### src/rtl/imm_alloc.sv
// Row allocator and write sequencer for the 4-wide immediate file.
// Latency: grant and file write enable in the same cycle; released rows are reusable the next cycle.
// Backpressure: o_alloc_ready drops when no row is free or on flush; dispatch holds its request.
// Ports: i_clk/i_rst (sync active-high), i_flush; alloc request (valid, mask) -> ready, row tag,
//        file write enable and one-hot row select; two release ports ({row, slot});
//        o_free_cnt (free rows), o_err (sticky illegal-release flag).
module imm_alloc #(
    parameter int SIZE = 32
) (
    input  logic                            i_clk,
    input  logic                            i_rst,
    input  logic                            i_flush,
    input  logic                            i_alloc_valid,
    input  logic [3:0]                      i_alloc_mask,
    output logic                            o_alloc_ready,
    output logic [$clog2(SIZE/4)-1:0]       o_alloc_row,
    output logic                            o_we,
    output logic [SIZE/4-1:0]               o_waddr,
    input  logic                            i_rel_valid0,
    input  logic                            i_rel_valid1,
    input  logic [$clog2(SIZE)-1:0]         i_rel_addr0,
    input  logic [$clog2(SIZE)-1:0]         i_rel_addr1,
    output logic [$clog2(SIZE/4):0]         o_free_cnt,
    output logic                            o_err
);
    localparam int ROWS = SIZE / 4;
    localparam int RW   = $clog2(ROWS);
    localparam int AW   = $clog2(SIZE);

    logic [ROWS-1:0]      free;
    logic [ROWS-1:0][3:0] live;
    logic [RW:0]          free_cnt;
    logic                 err;

    logic [RW-1:0]        alloc_row;
    logic                 grant;

    logic [1:0]           rel_v;
    logic [RW-1:0]        rel_row [2];
    logic [1:0]           rel_slot [2];
    logic [1:0]           rel_ok;
    logic [1:0]           rel_bad;

    logic [ROWS-1:0]      free_nxt;
    logic [ROWS-1:0][3:0] live_nxt;
    logic [RW:0]          rec_cnt;
    logic [RW:0]          cnt_nxt;

    // Lowest set bit of the free bitmap; scanning downward leaves the lowest index last.
    always_comb begin
        alloc_row = '0;
        for (int r = ROWS - 1; r >= 0; r--) begin
            if (free[r]) alloc_row = RW'(r);
        end
    end

    assign o_alloc_ready = (|free) & ~i_flush;
    assign grant         = i_alloc_valid & o_alloc_ready & (i_alloc_mask != 4'b0000);
    assign o_we          = grant;
    assign o_waddr       = grant ? (ROWS'(1) << alloc_row) : '0;
    assign o_alloc_row   = alloc_row;
    assign o_free_cnt    = free_cnt;
    assign o_err         = err;

    // Release legality is judged against pre-edge state, so two ports naming the
    // same live slot both look legal and collapse into a single clear.
    always_comb begin
        rel_v       = {i_rel_valid1, i_rel_valid0};
        rel_row[0]  = i_rel_addr0[AW-1:2];
        rel_row[1]  = i_rel_addr1[AW-1:2];
        rel_slot[0] = i_rel_addr0[1:0];
        rel_slot[1] = i_rel_addr1[1:0];
        rel_ok      = '0;
        rel_bad     = '0;
        for (int p = 0; p < 2; p++) begin
            if (rel_v[p]) begin
                if ((int'(rel_row[p]) < ROWS) && !free[rel_row[p]] && live[rel_row[p]][rel_slot[p]])
                    rel_ok[p] = 1'b1;
                else
                    rel_bad[p] = 1'b1;
            end
        end
    end

    // Next state: clear released slots, recycle rows that drained, then apply the grant.
    // The granted row was free pre-edge, so it can never collide with a release or recycle.
    always_comb begin
        live_nxt = live;
        free_nxt = free;
        rec_cnt  = '0;
        for (int p = 0; p < 2; p++) begin
            if (rel_ok[p]) live_nxt[rel_row[p]][rel_slot[p]] = 1'b0;
        end
        for (int r = 0; r < ROWS; r++) begin
            if (!free[r] && (live_nxt[r] == 4'b0000)) begin
                free_nxt[r] = 1'b1;
                rec_cnt     = rec_cnt + 1'b1;
            end
        end
        if (grant) begin
            free_nxt[alloc_row] = 1'b0;
            live_nxt[alloc_row] = i_alloc_mask;
        end
        cnt_nxt = free_cnt + rec_cnt - (RW+1)'(grant);
    end

    always_ff @(posedge i_clk) begin
        if (i_rst) begin
            free     <= '1;
            live     <= '0;
            free_cnt <= (RW+1)'(ROWS);
            err      <= 1'b0;
        end else if (i_flush) begin
            free     <= '1;
            live     <= '0;
            free_cnt <= (RW+1)'(ROWS);
        end else begin
            free     <= free_nxt;
            live     <= live_nxt;
            free_cnt <= cnt_nxt;
            err      <= err | (|rel_bad);
        end
    end

    a_free_cnt : assert property (@(posedge i_clk) disable iff (i_rst)
        free_cnt == ($bits(free_cnt))'($countones(free)));

endmodule

### config.mk
export PLATFORM = sky130hd
export DESIGN_NAME = imm_alloc
export DESIGN_NICKNAME = d
export VERILOG_FILES = /design/src/rtl/imm_alloc.sv
export SDC_FILE = /design/constraint.sdc
export NUM_CORES = 1
export LEC_CHECK = 0
export ABC_AREA = 0
export CAP_MARGIN = 5
export CELL_PAD_IN_SITES_DETAIL_PLACEMENT = 0
export CELL_PAD_IN_SITES_GLOBAL_PLACEMENT = 1
export CORE_UTILIZATION = 25
export CTS_CLUSTER_SIZE = 24
export DETAILED_ROUTE_END_ITERATION = 10
export PLACE_DENSITY = 0.52
export SYNTH_ARGS = -nofsm -noshare
export SYNTH_HDL_FRONTEND = slang
export SYNTH_SLANG_ARGS = --single-unit
### constraint.sdc
create_clock -name i_clk -period 15.35 [get_ports i_clk]
set_clock_uncertainty 0.15 [all_clocks]
set_input_delay 3.07 -clock i_clk [delete_from_list [all_inputs] [get_ports i_clk]]
set_output_delay 3.07 -clock i_clk [all_outputs]
set_load 0.02 [all_outputs]
==> results.sh <==
export IMPL_status="finished clean"
export IMPL_crit_start="i_rel_addr0[2]"
export IMPL_syn_to_final_growth_pct=14.67
export IMPL_clock_latency_ns=0.32
export IMPL_p_leak_uw=0.001773
export IMPL_yosys_cell_types_count=90
export IMPL_min_to="o_err"
export IMPL_path_max_fanout=20
export IMPL_p_int_uw=199.8
export IMPL_sequentialPowerShare=0.402
export IMPL_hold_buffers=0
export IMPL_antenna_found_initial=1
export IMPL_ys_async_sr_fraction=0
export IMPL_dp_hpwl_um=14210
export IMPL_cts_sinks=45
export IMPL_maxCapViolations=0
export IMPL_cp_num_buf_inv=4
export IMPL_grt_max_degree=36
export IMPL_cp_slowest_cell="clkdlybuf4s50_1"
export IMPL_synth_edf_count=0
export IMPL_critPathTopFamily="compound AO/OA/AOI/OAI gates"
export IMPL_arrival_ns=12.51
export IMPL_fp_dieH_um=134.8
export IMPL_nFillCells=1842
export IMPL_ys_warn_count=0
export IMPL_clk_path_buf_depth=2
export IMPL_start_util=0.2558
export IMPL_setup_viol=0
export IMPL_hold_ws_ns=0.3235
export IMPL_p_sw_uw=96.37
export IMPL_min_path_cells=2
export IMPL_min_period_ns=12.42
export IMPL_cts_tree="yes"
export IMPL_ys_seq_area_frac=0.2043
export IMPL_die_area_um2=18170
export IMPL_worst_setup_path_end_kind="flop"
export IMPL_postCtsResizedCells=0
export IMPL_grt_pass1_vias=4440
export IMPL_post_drt_wl_per_cell_um=23.19
export IMPL_pwr_share_clk=0.413
export IMPL_max_stage_delay_ns=1.20
export IMPL_finalMaxSlewViolations=0
export IMPL_fin_nets=616
export IMPL_h_tree_depth=2
export IMPL_overflow=0
export IMPL_routed_via_density=5.688
export IMPL_worst_pin_slew_ns=1.107
export IMPL_fin_tns_setup_ns=0
export IMPL_clk_pin_slew_worst_paths_ns=0.07
export IMPL_first_pass_iters=5
export IMPL_vdd_drop_max_v=0.00004313
export IMPL_p_sw_frac=0.3254
export IMPL_ios=38
export IMPL_final_antenna_net_count=0
export IMPL_drcViolationCount=0
export IMPL_rows=48
export IMPL_powerDensity_nw_per_um2=58.58
export IMPL_synth_cells=571
export IMPL_cts_setup_buffers=0
export IMPL_post_route_period_util=0.8091
export IMPL_grt_use_total=0.2141
export IMPL_final_common_cell="nor2_1"
export IMPL_drive_above_1_share=0.09262
export IMPL_crit_required_ns=15.44
export IMPL_vias=4596
export IMPL_rsz0062_at_grt="false"
export IMPL_grt_pass1_wl_um=28460
export IMPL_drtIter0Drc=497
export IMPL_root_buffer="clkbuf_16"
export IMPL_syn_nets=605
export IMPL_ys_flop_type="dfxtp_1"
export IMPL_r2r_end="o_free_cnt[3]"
export IMPL_combPwrFrac=0.184
export IMPL_insertedDiodeCount=0
export IMPL_core_area_um2=17240
export IMPL_ys_seq_elements=45
export IMPL_timing_rr_start="live[28]"
export IMPL_hp_start="o_err"
export IMPL_path_common_cell="ha_1"
export IMPL_cts_buffers=5
export IMPL_regToRegSetupSlack_ns=6.69
export IMPL_die_w_um=134.8
export IMPL_post_synth_instance_area_um2=4409
export IMPL_hold_viol_final=0
export IMPL_crit_type="in -> reg"
export IMPL_slew_headroom=0.2597
export IMPL_fmax_ghz=0.08052
export IMPL_gp_congestion=0.9529
export IMPL_worstRegToRegCells=35
export IMPL_wirelength_um=18740
export IMPL_layout_common_cells="nor2_1 (67), dfxtp_1 (45), nand2_1 (40)"
export IMPL_worstHoldPathType="reg -> reg"
export IMPL_synth_avg_cell_area_um2=7.722
export IMPL_portBuffers=37
export IMPL_startpoint_type="input port"
flip-flops by register name, summed over array words and instances, names as in the netlist:
name,flops
o_err,1
live,32
o_free_cnt,4
free,8
synth_stat cells, drive strengths merged (3+ instances only):
| library cell | count | area, um^2 |
|---|---|---|
| or2 | 5 | 31.28 |
| inv | 34 | 127.6 |
| buf | 14 | 101.4 |
| nor3 | 20 | 100.1 |
| or4 | 4 | 37.53 |
| o21ai | 16 | 91.34 |
| and2 | 11 | 68.82 |
| a21oi | 38 | 193.9 |
| nand2 | 40 | 150.1 |
| xnor3 | 3 | 68.81 |
| clkbuf | 23 | 87.58 |
| a21o | 6 | 45.04 |
| nor2b | 9 | 56.30 |
| mux2 | 3 | 33.78 |
| nand3 | 14 | 70.07 |
| nor2 | 69 | 269.0 |
| o221ai | 11 | 102.6 |
| mux2i | 22 | 220.2 |
| o22ai | 6 | 37.54 |
| xnor2 | 7 | 61.31 |
| a31oi | 8 | 50.05 |
| o31ai | 10 | 80.07 |
| ha | 13 | 162.7 |
| and4 | 4 | 35.03 |
| a211o | 3 | 26.28 |
| a22oi | 3 | 27.52 |
| nand2b | 13 | 81.33 |
| xor2 | 4 | 35.03 |
| nor4 | 6 | 43.79 |
| o2111ai | 6 | 58.80 |
| a21boi | 3 | 26.27 |
| o31a | 8 | 70.07 |
| o211ai | 10 | 88.83 |
| dfxtp | 45 | 900.9 |
| o21a | 7 | 52.55 |
| or3b | 4 | 35.04 |
| and3 | 8 | 56.31 |
| mux4 | 5 | 112.6 |
| nand4 | 6 | 37.54 |
| a211oi | 8 | 65.06 |
| a31o | 3 | 26.28 |
worst max path at each step:
| stage | endpoint | cells after the start | slack, ns |
|---|---|---|---|
| 5_1_grt | o_free_cnt[3] | 38 | 2.18 |
| 3_5_place_dp | o_free_cnt[3] | 36 | 2.72 |
| 2_1_floorplan | o_free_cnt[3] | 38 | 5.00 |
| 6_report | o_free_cnt[3] | 36 | 2.93 |
| 4_1_cts | o_free_cnt[3] | 36 | 3.04 |
| 3_3_place_gp | o_free_cnt[3] | 36 | 2.80 |
logic make-up after synthesis:
group / Yosys count / synth area share
flops: 45 / 0.2043
buf+inv: 71 / 0.07179
mux: 30 / 0.08314
compound gates: 165 / 0.2798
fa+ha+maj: 14 / 0.04143
xor+xnor: 15 / 0.04285
simple gates: 231 / 0.2767
layer usage:
layer,vias to the layer above,routed length [um],global-route usage
met5,-,0,0
li1,2144,-,-
met1,2235,8691,0.3022
met3,30,1368,0.04429
met2,187,8121,0.3170
met4,0,558,0.08115
layout make-up:
type | count | area (um^2) | share of cell area
inverter | 34 | 127.6 | 0.02524
sequential | 45 | 900.9 | 0.1782
clock buffer | 5 | 125.1 | 0.02475
multi-input combinational | 455 | 3192 | 0.6313
tap | 225 | 281.5 | 0.05568
clock inverter | 3 | 28.78 | 0.005692
timing repair buffer | 41 | 400.4 | 0.07919
metrics by stage:
step           total power, uW  utilization  instance area [um^2]  std cells  worst slack (ns)
3_5_place_dp             175.5       0.2844                  4902        800             2.718
3_3_place_gp             176.1       0.2844                  4902        800             2.803
4_1_cts                  298.5       0.2933                  5056        808             3.036
2_1_floorplan            155.5            -                  4409        571             5.005
6_report                 296.2       0.2933                  5056        808             2.930
5_1_grt                  308.6       0.2933                  5056        808             2.179
power groups by stage:
stage | logic, uW | registers [uW] | clock network, uW
6_report | 54.6 | 119 | 122
5_1_grt | 58.5 | 119 | 131
4_1_cts | 53.9 | 119 | 126
3_5_place_dp | 53.7 | 122 | 0
3_3_place_gp | 54.2 | 122 | 0
2_1_floorplan | 33.0 | 122 | 0
tightest hold or removal path: stages (launching register included):
cell and delay (ns):
dfxtp_1 0.33, nor2_1 0.05, nor2_1 0.07
(Power assumes the default switching activity.)
